### src/rtl/trdb_trace_qualifier.sv
// Trace qualifier front-end: stages retired instructions (next/this/last), filters them
// by enable and address range, builds a branch map and queues fixed-format trace records.

package trdb_pkg;

  localparam logic [31:0] MASK_BRANCH   = 32'h0000_707f;
  localparam logic [31:0] MATCH_BEQ     = 32'h0000_0063;
  localparam logic [31:0] MATCH_BNE     = 32'h0000_1063;
  localparam logic [31:0] MATCH_PBEQIMM = 32'h0000_2063;
  localparam logic [31:0] MATCH_PBNEIMM = 32'h0000_3063;
  localparam logic [31:0] MATCH_BLT     = 32'h0000_4063;
  localparam logic [31:0] MATCH_BGE     = 32'h0000_5063;
  localparam logic [31:0] MATCH_BLTU    = 32'h0000_6063;
  localparam logic [31:0] MATCH_BGEU    = 32'h0000_7063;

  localparam logic [31:0] MASK_JALR     = 32'h0000_707f;
  localparam logic [31:0] MATCH_JALR    = 32'h0000_0067;
  localparam logic [31:0] MASK_XRET     = 32'hffff_ffff;
  localparam logic [31:0] MATCH_MRET    = 32'h3020_0073;
  localparam logic [31:0] MATCH_SRET    = 32'h1020_0073;
  localparam logic [31:0] MATCH_URET    = 32'h0020_0073;

  typedef enum logic [2:0] {
    KIND_START  = 3'd0,
    KIND_TRAP   = 3'd1,
    KIND_TARGET = 3'd2,
    KIND_PRIV   = 3'd3,
    KIND_FULL   = 3'd4,
    KIND_STOP   = 3'd5
  } rec_kind_e;

  function automatic logic is_branch(input logic [31:0] instr);
    logic [31:0] m;
    m = instr & MASK_BRANCH;
    return (m == MATCH_BEQ)  || (m == MATCH_BNE)  || (m == MATCH_BLT)  || (m == MATCH_BGE) ||
           (m == MATCH_BLTU) || (m == MATCH_BGEU) || (m == MATCH_PBEQIMM) || (m == MATCH_PBNEIMM);
  endfunction

  // Uninferable discontinuities: the target cannot be derived from the program image.
  function automatic logic is_u_disc(input logic [31:0] instr);
    return ((instr & MASK_JALR) == MATCH_JALR) ||
           ((instr & MASK_XRET) == MATCH_MRET) ||
           ((instr & MASK_XRET) == MATCH_SRET) ||
           ((instr & MASK_XRET) == MATCH_URET);
  endfunction

endpackage

module trdb_trace_qualifier
  import trdb_pkg::*;
#(
  parameter int XLEN       = 32,
  parameter int PRIVLEN    = 2,
  parameter int BMAP_LEN   = 31,
  parameter int FIFO_DEPTH = 4
) (
  input  logic                clk_i,
  input  logic                rst_i,
  input  logic                enable_i,
  input  logic                range_en_i,
  input  logic [XLEN-1:0]     range_lo_i,
  input  logic [XLEN-1:0]     range_hi_i,
  input  logic                ivalid_i,
  input  logic                iexception_i,
  input  logic [PRIVLEN-1:0]  priv_i,
  input  logic [XLEN-1:0]     iaddr_i,
  input  logic [31:0]         instr_i,
  input  logic                compressed_i,
  output logic                rec_valid_o,
  input  logic                rec_ready_i,
  output logic [2:0]          rec_kind_o,
  output logic [XLEN-1:0]     rec_iaddr_o,
  output logic [BMAP_LEN-1:0] rec_bmap_o,
  output logic [4:0]          rec_bcnt_o,
  output logic                rec_lost_o,
  output logic [15:0]         overflow_cnt_o
);

  localparam int PTR_W = $clog2(FIFO_DEPTH);
  localparam logic [PTR_W:0] FULL_CNT = (PTR_W+1)'(FIFO_DEPTH);

  typedef struct packed {
    logic [XLEN-1:0]    iaddr;
    logic [PRIVLEN-1:0] priv;
    logic               qual;
    logic               exc;
    logic               compressed;
    logic               branch;
    logic               u_disc;
  } instr_t;

  typedef struct packed {
    rec_kind_e           kind;
    logic [XLEN-1:0]     iaddr;
    logic [BMAP_LEN-1:0] bmap;
    logic [4:0]          bcnt;
    logic                lost;
  } rec_t;

  instr_t              nc;
  instr_t              tc_q;
  logic                tc_valid_q;
  logic                lc_valid_q;
  logic                lc_qual_q;
  logic                lc_redirect_q;

  logic [BMAP_LEN-1:0] bmap_q, bmap_upd;
  logic [4:0]          bcnt_q, bcnt_upd;
  logic                lost_q;
  logic [15:0]         ovf_q;

  rec_t                fifo_q [FIFO_DEPTH];
  logic [PTR_W-1:0]    wr_ptr_q, rd_ptr_q;
  logic [PTR_W:0]      count_q;

  logic                in_range;
  logic                resolve;
  logic                taken;
  logic [XLEN-1:0]     seq_addr;
  logic                rec_hit;
  rec_kind_e           kind;
  rec_t                rec_new;
  rec_t                rec_head;
  logic                pop, full, push, drop;

  // ---------------------------------------------------------------------------
  // Capture of the incoming (next-cycle) instruction
  // ---------------------------------------------------------------------------
  assign in_range = !range_en_i || ((range_lo_i <= iaddr_i) && (iaddr_i <= range_hi_i));

  assign nc = '{
    iaddr:      iaddr_i,
    priv:       priv_i,
    qual:       enable_i && in_range,
    exc:        iexception_i,
    compressed: compressed_i,
    branch:     is_branch(instr_i),
    u_disc:     is_u_disc(instr_i)
  };

  // tc is resolved only when its successor shows up.
  assign resolve  = ivalid_i && tc_valid_q;
  assign seq_addr = tc_q.iaddr + (tc_q.compressed ? XLEN'(2) : XLEN'(4));
  assign taken    = (nc.iaddr != seq_addr);

  // ---------------------------------------------------------------------------
  // Branch map update and record selection
  // ---------------------------------------------------------------------------
  // NOTE: every always_comb output gets a default first so no path leaves it unassigned (no latches).
  always_comb begin
    bmap_upd = bmap_q;
    bcnt_upd = bcnt_q;
    if (tc_q.qual && tc_q.branch) begin
      for (int i = 0; i < BMAP_LEN; i++) begin
        if (bcnt_q == 5'(i)) bmap_upd[i] = taken;
      end
      bcnt_upd = bcnt_q + 5'd1;
    end
  end

  always_comb begin
    rec_hit = 1'b0;
    kind    = KIND_START;
    if (resolve && tc_q.qual) begin
      rec_hit = 1'b1;
      if (!lc_valid_q || !lc_qual_q)        kind = KIND_START;
      else if (tc_q.exc)                    kind = KIND_TRAP;
      else if (lc_redirect_q)               kind = KIND_TARGET;
      else if (tc_q.priv != nc.priv)        kind = KIND_PRIV;
      else if (bcnt_upd == 5'(BMAP_LEN))    kind = KIND_FULL;
      else if (!nc.qual)                    kind = KIND_STOP;
      else                                  rec_hit = 1'b0;
    end
  end

  assign rec_new = '{
    kind:  kind,
    iaddr: tc_q.iaddr,
    bmap:  bmap_upd,
    bcnt:  bcnt_upd,
    lost:  lost_q
  };

  // ---------------------------------------------------------------------------
  // Record FIFO: fullness is judged before this cycle's pop, but a pop frees the slot.
  // ---------------------------------------------------------------------------
  assign pop  = rec_valid_o && rec_ready_i;
  assign full = (count_q == FULL_CNT);
  assign push = rec_hit && (!full || pop);
  assign drop = rec_hit && full && !pop;

  // NOTE: state is updated with non-blocking assignments so every register sees pre-edge values.
  always_ff @(posedge clk_i) begin
    if (rst_i) begin
      tc_q          <= '0;
      tc_valid_q    <= 1'b0;
      lc_valid_q    <= 1'b0;
      lc_qual_q     <= 1'b0;
      lc_redirect_q <= 1'b0;
      bmap_q        <= '0;
      bcnt_q        <= '0;
      lost_q        <= 1'b0;
      ovf_q         <= '0;
      wr_ptr_q      <= '0;
      rd_ptr_q      <= '0;
      count_q       <= '0;
      // NOTE: record storage is reset as well, since the outputs read it directly and must be 0.
      for (int i = 0; i < FIFO_DEPTH; i++) fifo_q[i] <= '0;
    end else begin
      if (ivalid_i) begin
        tc_q       <= nc;
        tc_valid_q <= 1'b1;
        if (tc_valid_q) begin
          lc_valid_q    <= 1'b1;
          lc_qual_q     <= tc_q.qual;
          lc_redirect_q <= tc_q.u_disc || tc_q.exc;
        end
      end

      // An unqualified tc leaves the map untouched; any emitted record restarts it.
      if (resolve && tc_q.qual) begin
        bmap_q <= rec_hit ? '0 : bmap_upd;
        bcnt_q <= rec_hit ? '0 : bcnt_upd;
      end

      if (drop) begin
        lost_q <= 1'b1;
        if (ovf_q != 16'hffff) ovf_q <= ovf_q + 16'd1;
      end else if (push) begin
        lost_q <= 1'b0;
      end

      if (push) begin
        fifo_q[wr_ptr_q] <= rec_new;
        wr_ptr_q         <= wr_ptr_q + PTR_W'(1);
      end
      if (pop) rd_ptr_q <= rd_ptr_q + PTR_W'(1);

      case ({push, pop})
        2'b10:   count_q <= count_q + (PTR_W+1)'(1);
        2'b01:   count_q <= count_q - (PTR_W+1)'(1);
        default: count_q <= count_q;
      endcase
    end
  end

  // ---------------------------------------------------------------------------
  // Outputs come straight from registers / the head FIFO slot.
  // ---------------------------------------------------------------------------
  assign rec_head       = fifo_q[rd_ptr_q];
  assign rec_valid_o    = (count_q != '0);
  assign rec_kind_o     = rec_head.kind;
  assign rec_iaddr_o    = rec_head.iaddr;
  assign rec_bmap_o     = rec_head.bmap;
  assign rec_bcnt_o     = rec_head.bcnt;
  assign rec_lost_o     = rec_head.lost;
  assign overflow_cnt_o = ovf_q;

endmodule

### config.mk
export PLATFORM = sky130hd
export DESIGN_NAME = trdb_trace_qualifier
export DESIGN_NICKNAME = d
export VERILOG_FILES = /design/src/rtl/trdb_trace_qualifier.sv
export SDC_FILE = /design/constraint.sdc
export NUM_CORES = 1
export LEC_CHECK = 0
export ABC_AREA = 1
export CAP_MARGIN = 0
export CORE_MARGIN = 1.5
export CORE_UTILIZATION = 52
export DETAILED_ROUTE_END_ITERATION = 10
export PLACE_DENSITY = 0.84
export SETUP_SLACK_MARGIN = 0.05
export SLEW_MARGIN = 5
export SYNTH_ARGS = -nofsm -noshare
export SYNTH_HDL_FRONTEND = slang
export SYNTH_SLANG_ARGS = --single-unit
### constraint.sdc
create_clock -name clk_i -period 4.53 [get_ports clk_i]
set_clock_uncertainty 0.15 [all_clocks]
set_input_delay 0.906 -clock clk_i [delete_from_list [all_inputs] [get_ports clk_i]]
set_output_delay 0.906 -clock clk_i [all_outputs]
set_load 0.01 [all_outputs]
==> summary.txt, run 1 <==
Clock network
  • Clock Tree Buf Depth: 3
  • Root buffer cell: clkbuf_16
  • Clock latency on the worst-skew pair: roughly 0.57 ns
  • Clock-pin slew on the worst setup and hold paths: roughly 0.06 ns
  • CTS buffer count: 43
  • H-tree lvl count: 2
  • Hold Buf Count CTS: 0
  • Setup Buffers After CTS: 0
  • Clk sinks: roughly 400
  • CTS tree: done
  • CTS resizes: 0

STA
  • Worst-margin pin slew: 0.754 ns
  • Final Hold Fails: 0
  • Fmax: 245 MHz
  • Final setup violation count: 0
  • Tcrit/Tclk final: 90.0%
  • TNS Setup: 0 ns
  • Final Max Slew Viols: 0
  • Minimum clock period: 4.08 ns
  • RSZ-0062 raised after global routing: false
  • Relative slew margins: 49.7%

Global routing
  • First-pass GRT wire length: 86.3 mm
  • Initial antenna violation count: 0
  • Pin count of the biggest net entering global routing: 107
  • Total congestion overflow: 0
  • Vias in the first global route: 16.8k
  • GRT Total Usage: 26.8%

Yosys
  • FF+latch count, synth: between 300 and 400
  • Syn Area/Cell: about 9.0 um^2
  • Post-synth EDFFs: 288
  • Post-synthesis sequential area ratio: 53.0%
  • Post-Syn Instances: 2244
  • Asr flop ratio synth: 0%
  • Netlist cell types: 48
  • Synthesized area: about 20000 um^2
  • Ys flop type: edfxtp_1
  • Synth warnings: 0
  • Synth Net Count: 2456

Routing
  • DR vias/cell: around 5.6
  • TritonRoute pass-1 iters: 5
  • DR iter-0 viols: 1395
  • Avg WL per Cell: around 18 um
  • Routed wire length: 53.8 mm
  • Remaining antenna violation count: 0
  • Total number of vias: 16.7k
  • Residual DRC count: 0

Pwr
  • PwrDens: 413 nW/um^2
  • Pleak: 9.18 nW
  • Peak supply drop: 0.356 mV
  • Total Power: 10.2 mW

Final layout
  • Nets: 2658
  • Proportion of layout cells with a drive suffix above 1: approximately 9.2%
  • ANT cells: 0
  • Final cell count without fillers: ~3.0k
  • Area grow syn2layout: 21.9%
  • Final core utilization: between 60% and 70%

Worst setup path
  • Worst setup path endpoint: fifo_q[3][24]
  • R2r setup slk: 0.45 ns
  • R2r endpoint: fifo_q[3][24]
  • CP startpoint kind: flip-flop
  • Critical Path Max Stage Delay: between 0.5 and 0.6 ns
  • Slowest CP cell: nor2_4
  • CP required: 4.67 ns
  • Crit path kind: reg -> reg
  • R2R depth: 18
  • Most frequent CP cell: nor2_1
  • Cell Chain, Critical Path: ha_1, inv_1, fa_1, nor3_4, nand2_4, nor2_4, inv_2, nor2_2, nand2_1, nor2_1, xor2_1, nor2_1, nand2_2, nor2_4, buf_4, nand3_4, nand2_2, nor2_1
  • CP max FO: 17
  • Crit path from: rec_new[38]
  • Worst r2r src: rec_new[38]
  • Worst EP arrival: 4.22 ns
  • Setup crit end kind: flip-flop

Floorplanning
  • FP Rows: 72
  • Ports: 227
  • Core area: 38600 um^2
  • Die area: 40200 um^2
  • Initial core utilization: 52.6%
  • Die Wd: 200 um
  • Die Span Y: 200 um

Place
  • Dpl cells: 2919
  • DP HPWL: 36.3 mm
  • IO Port Bufs: ~230
  • RePlAce Congestion: about 0.89

Hold path
  • Hold crit path type: reg -> reg

Outcome
  • Outcome: complete, no violations

Job
  • Max_cap viols: 0
stage by stage:
step	instance area, um^2	hold WS [ns]	worst slack [ns]
finish	24700	0.305	0.453
global route	24700	0.326	0.240
CTS	24700	0.306	0.470
detailed placement	23200	0.298	0.0624
global placement	23200	0.288	0.180
floorplan	20300	0.286	0.184
cell usage in the layout (no fill, tap or decap), drive strengths merged:
| master | n |
|---|---|
| nor2 | 543 |
| edfxtp | 288 |
| nand2 | 250 |
| clkdlybuf4s50 | 224 |
| o21ai | 196 |
| inv | 196 |
| a21oi | 124 |
| dfxtp | 105 |
| nand3 | 91 |
| o22ai | 73 |
| ha | 72 |
| clkbuf | 64 |
| buf | 48 |
| xor2 | 47 |
| or2 | 35 |
| xnor2 | 24 |
| nand4 | 24 |
| nor3 | 24 |
| nor4 | 13 |
| clkinv | 11 |
| a22oi | 5 |
| bufinv | 5 |
| o21a | 3 |
| nor3b | 3 |
| a21o | 2 |
| a31oi | 2 |
| fa | 2 |
| xnor3 | 1 |
| a31o | 1 |
| mux2i | 1 |
| a2111oi | 1 |
| a211oi | 1 |
| clkinvlp | 1 |
synthesized netlist by cell type, drive strengths merged (3+ instances only):
| cell | number | area share (%) |
|---|---|---|
| dfxtp | 105 | 10 |
| nor4 | 13 | 0.43 |
| clkbuf | 77 | 1.4 |
| nand2 | 250 | 5.0 |
| inv | 195 | 3.6 |
| nor3b | 3 | 0.17 |
| o21ai | 196 | 4.8 |
| a22oi | 5 | 0.19 |
| o22ai | 73 | 2.3 |
| xor2 | 47 | 2.0 |
| nand4 | 24 | 0.77 |
| nand3 | 91 | 3.5 |
| xnor2 | 24 | 1.0 |
| a21oi | 124 | 3.1 |
| o21a | 3 | 0.11 |
| nor2 | 543 | 10 |
| nor3 | 24 | 0.73 |
| or2 | 35 | 1.1 |
| ha | 72 | 4.4 |
| edfxtp | 288 | 43 |
| buf | 38 | 1.3 |
| clkinv | 3 | 0.056 |
area by class of cell:
cell class,instances,area (um^2)
clock buffers,64,1290
clock inverters,15,219
fillers,3035,13800
inverters,198,744
multi-input cells,1538,8250
flip-flops and latches,393,10800
well taps,518,648
repair buffers,272,2810
cells by family after synthesis:
kind of cell	count (synthesis)	synth area share (%)
buffers and inverters	313	6.39
multiplexers	1	0.0494
AND/OR/NAND/NOR	983	21.9
XOR/XNOR	72	3.18
AO/OA/AOI/OAI	408	10.8
adder cells (fa/ha/maj)	74	4.64
flip-flops	393	53.0
routing by layer:
layer	vias to the layer above	track usage [%]	wire, um
li1	7965	-	-
met1	7950	34.6	21500
met2	727	45.7	26500
met3	92	4.97	4490
met4	0	8.30	1260
met5	-	0	0
registers in the layout (all words and copies together), names as in the netlist, 2 cells and up, named ones only:
register        flops
fifo_q            288
rec_new            32
bmap_q             31
overflow_cnt_o     16
tc_q                7
bcnt_q              5
count_q             3
rd_ptr_q            2
wr_ptr_q            2
power by group:
group | switching [mW] | internal [mW] | leakage [nW]
Sequential | 0.135 | 4.00 | 3.77
Combinational | 1.32 | 1.03 | 4.66
Clock | 1.44 | 2.26 | 0.739
worst max-delay path, delay by kind of cell (launching register included):
family | cells | cell delay (ns)
XOR/XNOR | 1 | 0.08
adder cells (fa/ha/maj) | 2 | 0.63
AND/OR/NAND/NOR | 12 | 2.09
buffers and inverters | 3 | 0.41
flip-flops | 1 | 0.40
worst min path at each step:
stage,endpoint,cells after the start,startpoint,slack [ns]
floorplan,flip-flop,2,rd_ptr_q[1],0.29
global placement,flip-flop,2,rd_ptr_q[1],0.29
detailed placement,flip-flop,2,rd_ptr_q[1],0.30
CTS,flip-flop,2,rd_ptr_q[1],0.31
global route,bmap_q[0],2,bmap_q[0],0.33
finish,flip-flop,2,rd_ptr_q[1],0.31
Note: power is estimated with default switching activity, not from simulation.
==> run 2: changes to the inputs <==
--- a/config.mk
+++ b/config.mk
@@ -7,7 +7,6 @@
 export LEC_CHECK = 0
 export ABC_AREA = 1
 export CAP_MARGIN = 0
-export CORE_MARGIN = 1.5
 export CORE_UTILIZATION = 52
 export DETAILED_ROUTE_END_ITERATION = 10
 export PLACE_DENSITY = 0.84
==> constraint.sdc (replaced) <==
create_clock -name clk_i -period 4.53 [get_ports clk_i]
set_clock_uncertainty 0.15 [all_clocks]
set_input_delay 0.906 -clock clk_i [delete_from_list [all_inputs] [get_ports clk_i]]
set_output_delay 0.906 -clock clk_i [all_outputs]
set_load 0.005 [all_outputs]
==> run 2 against run 1 <==
  * Core utilization grew 0.26 points
  * Via count grew 0.36%
  * Cell count shrank 0.67%
  * Sequential cell count is the same
  * Non-clock buffer count decreased by 8
  * Worst setup slack got worse by 0.023 ns
  * Critical endpoint is now fifo_q[1][8]
==> summary.txt, run 2 (synthesized netlist as in run 1, its figures left out) <==
Global routing
  • Vias in the first global route: 16.8k (-0.13%)
  • First-pass GRT wire length: 85.4 mm (-1.1%)
  • Pin count of the biggest net entering global routing: 145 (+36%)
  • Total congestion overflow: 0 (unchanged)
  • GRT Total Usage: 27.4% (+0.62 points)
  • Initial antenna violation count: 1 (+1)

STA
  • Final Max Slew Viols: 0 (unchanged)
  • Final setup violation count: 0 (unchanged)
  • Worst-margin pin slew: 0.934 ns (+0.180 ns)
  • Minimum clock period: 4.10 ns (+0.0226 ns)
  • RSZ-0062 raised after global routing: false
  • Tcrit/Tclk final: 90.5% (+0.50 points)
  • Min setup slack post-route: 0.430 ns (-0.0226 ns)
  • TNS Setup: 0 ns (unchanged)
  • Fmax: 244 MHz (-0.55%)
  • Relative slew margins: 37.7% (-12 points)
  • Final Hold Fails: 0 (unchanged)

Worst setup path
  • Cell Chain, Critical Path: clkdlybuf4s50_1, inv_1, ha_1, nand2_1, nor2_1, nand2_1, nor4_1, nand2_1, nand2_1, nand2_1, nand2_1, nand2_1, nand4_2, nand2_2, nor2_4, nand2_2, inv_2, nand3_4, nand2_4, buf_12
  • Worst EP arrival: 4.19 ns (-0.03 ns)
  • Most frequent CP cell: nand2_1
  • Cell family with the largest share of critical-path delay: simple AND/OR/NAND/NOR gates
  • CP startpoint kind: input port
  • Critical Path Max Stage Delay: 0.55 ns (+0.02 ns)
  • CP max FO: 19 (+2)
  • Crit path kind: in -> reg
  • Slowest CP cell: clkdlybuf4s50_1
  • WP buf/inv: 4 (+1)
  • Setup crit end kind: flip-flop
  • CP required: 4.62 ns (-0.05 ns)

Clock network
  • Clock Tree Buf Depth: 3 (unchanged)
  • CTS resizes: 0 (unchanged)
  • CTS tree: done
  • CTS buffer count: 41 (-4.7%)
  • Hold Buf Count CTS: 0 (unchanged)
  • Clk sinks: 393 (unchanged)
  • Root buffer cell: clkbuf_16
  • H-tree lvl count: 2 (unchanged)
  • Clock-pin slew on the worst setup and hold paths: 0.06 ns (about the same)
  • Setup Buffers After CTS: 0 (unchanged)
  • Clock latency on the worst-skew pair: 0.54 ns (-0.03 ns)

Final layout
  • Nets: 2648 (-0.38%)
  • Area grow syn2layout: 20.7%
  • ANT cells: 0 (unchanged)
  • Commonest non-fill, non-tap cells in the layout: nor2_1 (536), edfxtp_1 (288), clkdlybuf4s50_1 (224), nand2_1 (220), o21ai_0 (195)
  • Largest Register: fifo_q
  • Post-layout instance area: 24500 um^2 (-0.98%)
  • Most common cell after layout, fill and taps aside: nor2_1
  • Max reg flops: 288 (unchanged)
  • Proportion of layout cells with a drive suffix above 1: 8.47% (-0.76 points)
  • Final cell count without fillers: 2978 (-0.67%)

Floorplanning
  • Core area: 38000 um^2 (-1.4%)
  • Die Span Y: 199 um (-0.50%)
  • Ports: 227 (unchanged)
  • Die Wd: 199 um (-0.50%)
  • FP Rows: 71 (-1.4%)
  • Initial core utilization: 53.3% (+0.74 points)
  • Die area: 39800 um^2 (-1.0%)

Place
  • IO Port Bufs: 226 (unchanged)
  • Dpl cells: 2904 (-0.51%)
  • Dpl cell area: 23100 um^2 (-0.30%)
  • RePlAce Congestion: 0.936 (+5.2%)
  • DP HPWL: 35.0 mm (-3.5%)
  • Post-Place Setup Slack: -0.0694 ns (-0.132 ns)

Pwr
  • Pleak: 9.05 nW (-1.4%)
  • Peak supply drop: 0.291 mV (-18%)
  • PwrDens: 397 nW/um^2 (-3.7%)

Routing
  • TritonRoute pass-1 iters: 6 (+1)
  • DR vias/cell: 5.64 (+1.0%)
  • Residual DRC count: 0 (unchanged)
  • Avg WL per Cell: 18.1 um (+0.82%)
  • Routed wire length: 53.9 mm (+0.15%)
  • Remaining antenna violation count: 0 (unchanged)
  • Total number of vias: 16.8k (+0.36%)
  • DR iter-0 viols: 1621 (+16%)

Job
  • Max_cap viols: 0 (unchanged)

Hold path
  • Hold crit path type: reg -> reg

Outcome
  • Outcome: complete, no violations
## run 2: layer usage
layer | vias to the layer above | GRT usage [%] | wire (um)
met5 | - | 0 | 0
met4 | 0 | 10.7 | 1660
met3 | 103 | 5.08 | 4520
met2 | 772 | 46.6 | 26200
met1 | 7981 | 34.5 | 21500
li1 | 7938 | - | -
## run 2: layout make-up
cell class	count	area (um^2)
clock inverters	15	179
clock buffers	59	1150
inverters	198	744
flip-flops and latches	393	10800
multi-input cells	1538	8250
fillers	2963	13600
well taps	511	639
repair buffers	264	2750
## run 2: power breakdown
part	switching (mW)	internal (mW)	total (mW)
combinational	1.24	1.02	2.26
clock	1.36	2.00	3.36
sequential	0.0994	4.00	4.10
total	2.70	7.02	9.72
## run 2: path summary, 6_finish.rpt
check	from	endpoint	slack, ns	cells past startpoint
setup / recovery	iaddr_i[25]	fifo_q[1][8]	0.43	20
setup reg to reg	tc_q[2]	fifo_q[3][24]	0.48	16
hold reg to reg	bmap_q[10]	bmap_q[10]	0.31	2
hold / removal	bmap_q[10]	bmap_q[10]	0.31	2
## run 2: tightest hold or removal path: stages, from the launching register on
cell and delay [ns]:
dfxtp_1 0.30, nand2_1 0.05, a21oi_1 0.05
## run 2: metrics by stage
step | util, % | total power [mW] | hold WS [ns]
4_1_cts | 64.4 | 9.75 | 0.311
6_report | 64.4 | 9.72 | 0.309
2_1_floorplan | - | 5.23 | 0.286
3_3_place_gp | 60.9 | 6.34 | 0.289
5_1_grt | 64.4 | 10.1 | 0.336
3_5_place_dp | 60.9 | 6.42 | 0.302
==> run 3: changes to the inputs <==
--- a/config.mk
+++ b/config.mk
@@ -6,9 +6,9 @@
 export NUM_CORES = 1
 export LEC_CHECK = 0
 export ABC_AREA = 1
-export CAP_MARGIN = 0
 export CORE_UTILIZATION = 52
 export DETAILED_ROUTE_END_ITERATION = 10
+export GPL_ROUTABILITY_DRIVEN = 0
 export PLACE_DENSITY = 0.84
 export SETUP_SLACK_MARGIN = 0.05
 export SLEW_MARGIN = 5
==> run 3 against run 2 <==
  * Register-to-register slack barely moved
  * Sequential share of layout area fell by 0.058 points
  * First-iteration DRC count fell by 3.1%
  * Core utilization rose by 0.086 points
  * Critical path depth fell by 4
  * Global-route usage fell by 0.51 points
  * Wire length fell by 2.3%
  * Sequential power rose by 1%
  * Sequential cell count did not move
  * Cell area rose by 0.13%
  * Combinational power fell by 3%
  * Clock-buffer cell count did not move
==> summary.txt, run 3 (synthesized netlist as in run 1, its figures left out) <==
Outcome
  • Outcome: complete, no violations

Worst setup path
  • Setup crit end kind: flip-flop
  • Slowest CP cell: nor2_4
  • Worst EP arrival: 4.18 ns (about the same)
  • CP required: 4.66 ns (+0.04 ns)
  • CP max FO: 17 (-2)
  • Cell Chain, Critical Path: ha_1, inv_1, fa_1, nor3_4, nand2_4, nor2_4, inv_2, nor2_2, nand2_1, xor2_1, nand4_1, nor2_4, buf_12, nand3_4, nand2_2, nor2_1
  • Most frequent CP cell: nor2_4
  • CP startpoint kind: flip-flop
  • Critical Path Max Stage Delay: 0.56 ns (about the same)
  • Crit path kind: reg -> reg

STA
  • Final Hold Fails: 0 (unchanged)
  • RSZ-0062 raised after global routing: false
  • Relative slew margins: 43.5% (+5.8 points)
  • Minimum clock period: 4.05 ns (-0.0485 ns)
  • Fmax: 247 MHz (+1.2%)
  • TNS Setup: 0 ns (unchanged)
  • Final setup violation count: 0 (unchanged)
  • Worst-margin pin slew: 0.847 ns (-0.0872 ns)
  • Min setup slack post-route: 0.478 ns (+0.0485 ns)
  • Final Max Slew Viols: 0 (unchanged)
  • Tcrit/Tclk final: 89.4% (-1.1 points)

Routing
  • Avg WL per Cell: 17.7 um (-2.3%)
  • DR iter-0 viols: 1570 (-3.1%)
  • Total number of vias: 16.9k (+0.46%)
  • Routed wire length: 52.6 mm (-2.3%)
  • TritonRoute pass-1 iters: 5 (-1)
  • Remaining antenna violation count: 0 (unchanged)
  • DR vias/cell: 5.66 (+0.43%)
  • Residual DRC count: 0 (unchanged)

Clock network
  • Setup Buffers After CTS: 0 (unchanged)
  • Clock latency on the worst-skew pair: 0.54 ns (about the same)
  • CTS resizes: 0 (unchanged)
  • H-tree lvl count: 2 (unchanged)
  • Clock-pin slew on the worst setup and hold paths: 0.06 ns (about the same)
  • CTS buffer count: 42 (+2.4%)
  • Hold Buf Count CTS: 0 (unchanged)
  • Clk sinks: 393 (unchanged)
  • CTS tree: done
  • Root buffer cell: clkbuf_16
  • Clock Tree Buf Depth: 3 (unchanged)

Final layout
  • Area grow syn2layout: 20.9%
  • ANT cells: 0 (unchanged)
  • Max reg flops: 288 (unchanged)
  • Largest Register: fifo_q
  • Register Area: 10800 um^2 (unchanged)
  • Proportion of layout cells with a drive suffix above 1: 8.59% (+0.12 points)
  • Commonest non-fill, non-tap cells in the layout: nor2_1 (536), edfxtp_1 (288), clkdlybuf4s50_1 (224), nand2_1 (220), o21ai_0 (195)
  • FILL cells: 2958 (-0.17%)
  • Footprint of the multi-input gates: 8250 um^2 (unchanged)
  • Most common cell after layout, fill and taps aside: nor2_1
  • Nets: 2649 (+0.038%)

Global routing
  • Vias in the first global route: 16.7k (-0.56%)
  • Initial antenna violation count: 1 (unchanged)
  • Total congestion overflow: 0 (unchanged)
  • First-pass GRT wire length: 84.6 mm (-0.93%)
  • GRT Total Usage: 26.9% (-0.51 points)
  • Pin count of the biggest net entering global routing: 113 (-22%)

Floorplanning
  • Initial core utilization: 53.3% (unchanged)
  • Die Wd: 199 um (unchanged)
  • Die Span Y: 199 um (unchanged)
  • Ports: 227 (unchanged)
  • FP Rows: 71 (unchanged)
  • Core area: 38000 um^2 (unchanged)
  • Die area: 39800 um^2 (unchanged)

Place
  • DP HPWL: 34.9 mm (-0.49%)
  • IO Port Bufs: 226 (unchanged)
  • Post-Place Setup Slack: 0.0637 ns (+0.133 ns)

Pwr
  • PwrDens: 396 nW/um^2 (-0.30%)
  • Pleak: 9.06 nW (+0.14%)
  • Peak supply drop: 0.295 mV (+1.4%)

Hold path
  • Hold crit path type: reg -> reg

Job
  • Max_cap viols: 0 (unchanged)
[run 3: final timing paths]
path	to	startpoint	cells past startpoint	slack, ns
hold reg to reg	bmap_q[18]	bmap_q[18]	2	0.31
setup / recovery	fifo_q[2][19]	rec_new[38]	16	0.48
setup reg to reg	fifo_q[2][19]	rec_new[38]	16	0.48
hold / removal	bmap_q[18]	bmap_q[18]	2	0.31
[run 3: metrics by stage]
stage | std cells | util (%) | area [um^2] | total power, mW | hold WS [ns]
5_1_grt | 2979 | 64.4 | 24500 | 10.1 | 0.336
3_3_place_gp | 2904 | 60.9 | 23200 | 6.34 | 0.296
2_1_floorplan | 2244 | - | 20300 | 5.23 | 0.286
3_5_place_dp | 2904 | 60.9 | 23200 | 6.41 | 0.304
4_1_cts | 2979 | 64.4 | 24500 | 9.72 | 0.313
6_report | 2979 | 64.4 | 24500 | 9.71 | 0.312
[run 3: power breakdown]
part / internal [mW] / switching, mW
registers: 4.00 / 0.156
clock network: 1.96 / 1.40
logic: 1.02 / 1.17
[run 3: metal layers]
layer	global-route usage, %	part of all wire, %	vias up
li1	-	-	7932
met1	35.2	40	8045
met2	46.3	49	764
met3	3.19	8.1	131
met4	8.91	3.1	0
met5	0	0	-
[run 3: layout make-up]
type                       instances  share of cell area [%]
clock buffer                      59                    4.71
timing repair buffer             264                    11.3
inverter                         198                    3.04
tap                              511                    2.61
clock inverter                    16                   0.756
multi-input combinational       1538                    33.7
sequential                       393                    43.9
[run 3: worst max-delay path: cells and delay by family, from the launching register on]
kind	cells	cell delay [ns]
XOR/XNOR	1	0.22
adder cells (fa/ha/maj)	2	0.64
buffers and inverters	3	0.38
AND/OR/NAND/NOR	10	1.96
flip-flops	1	0.41
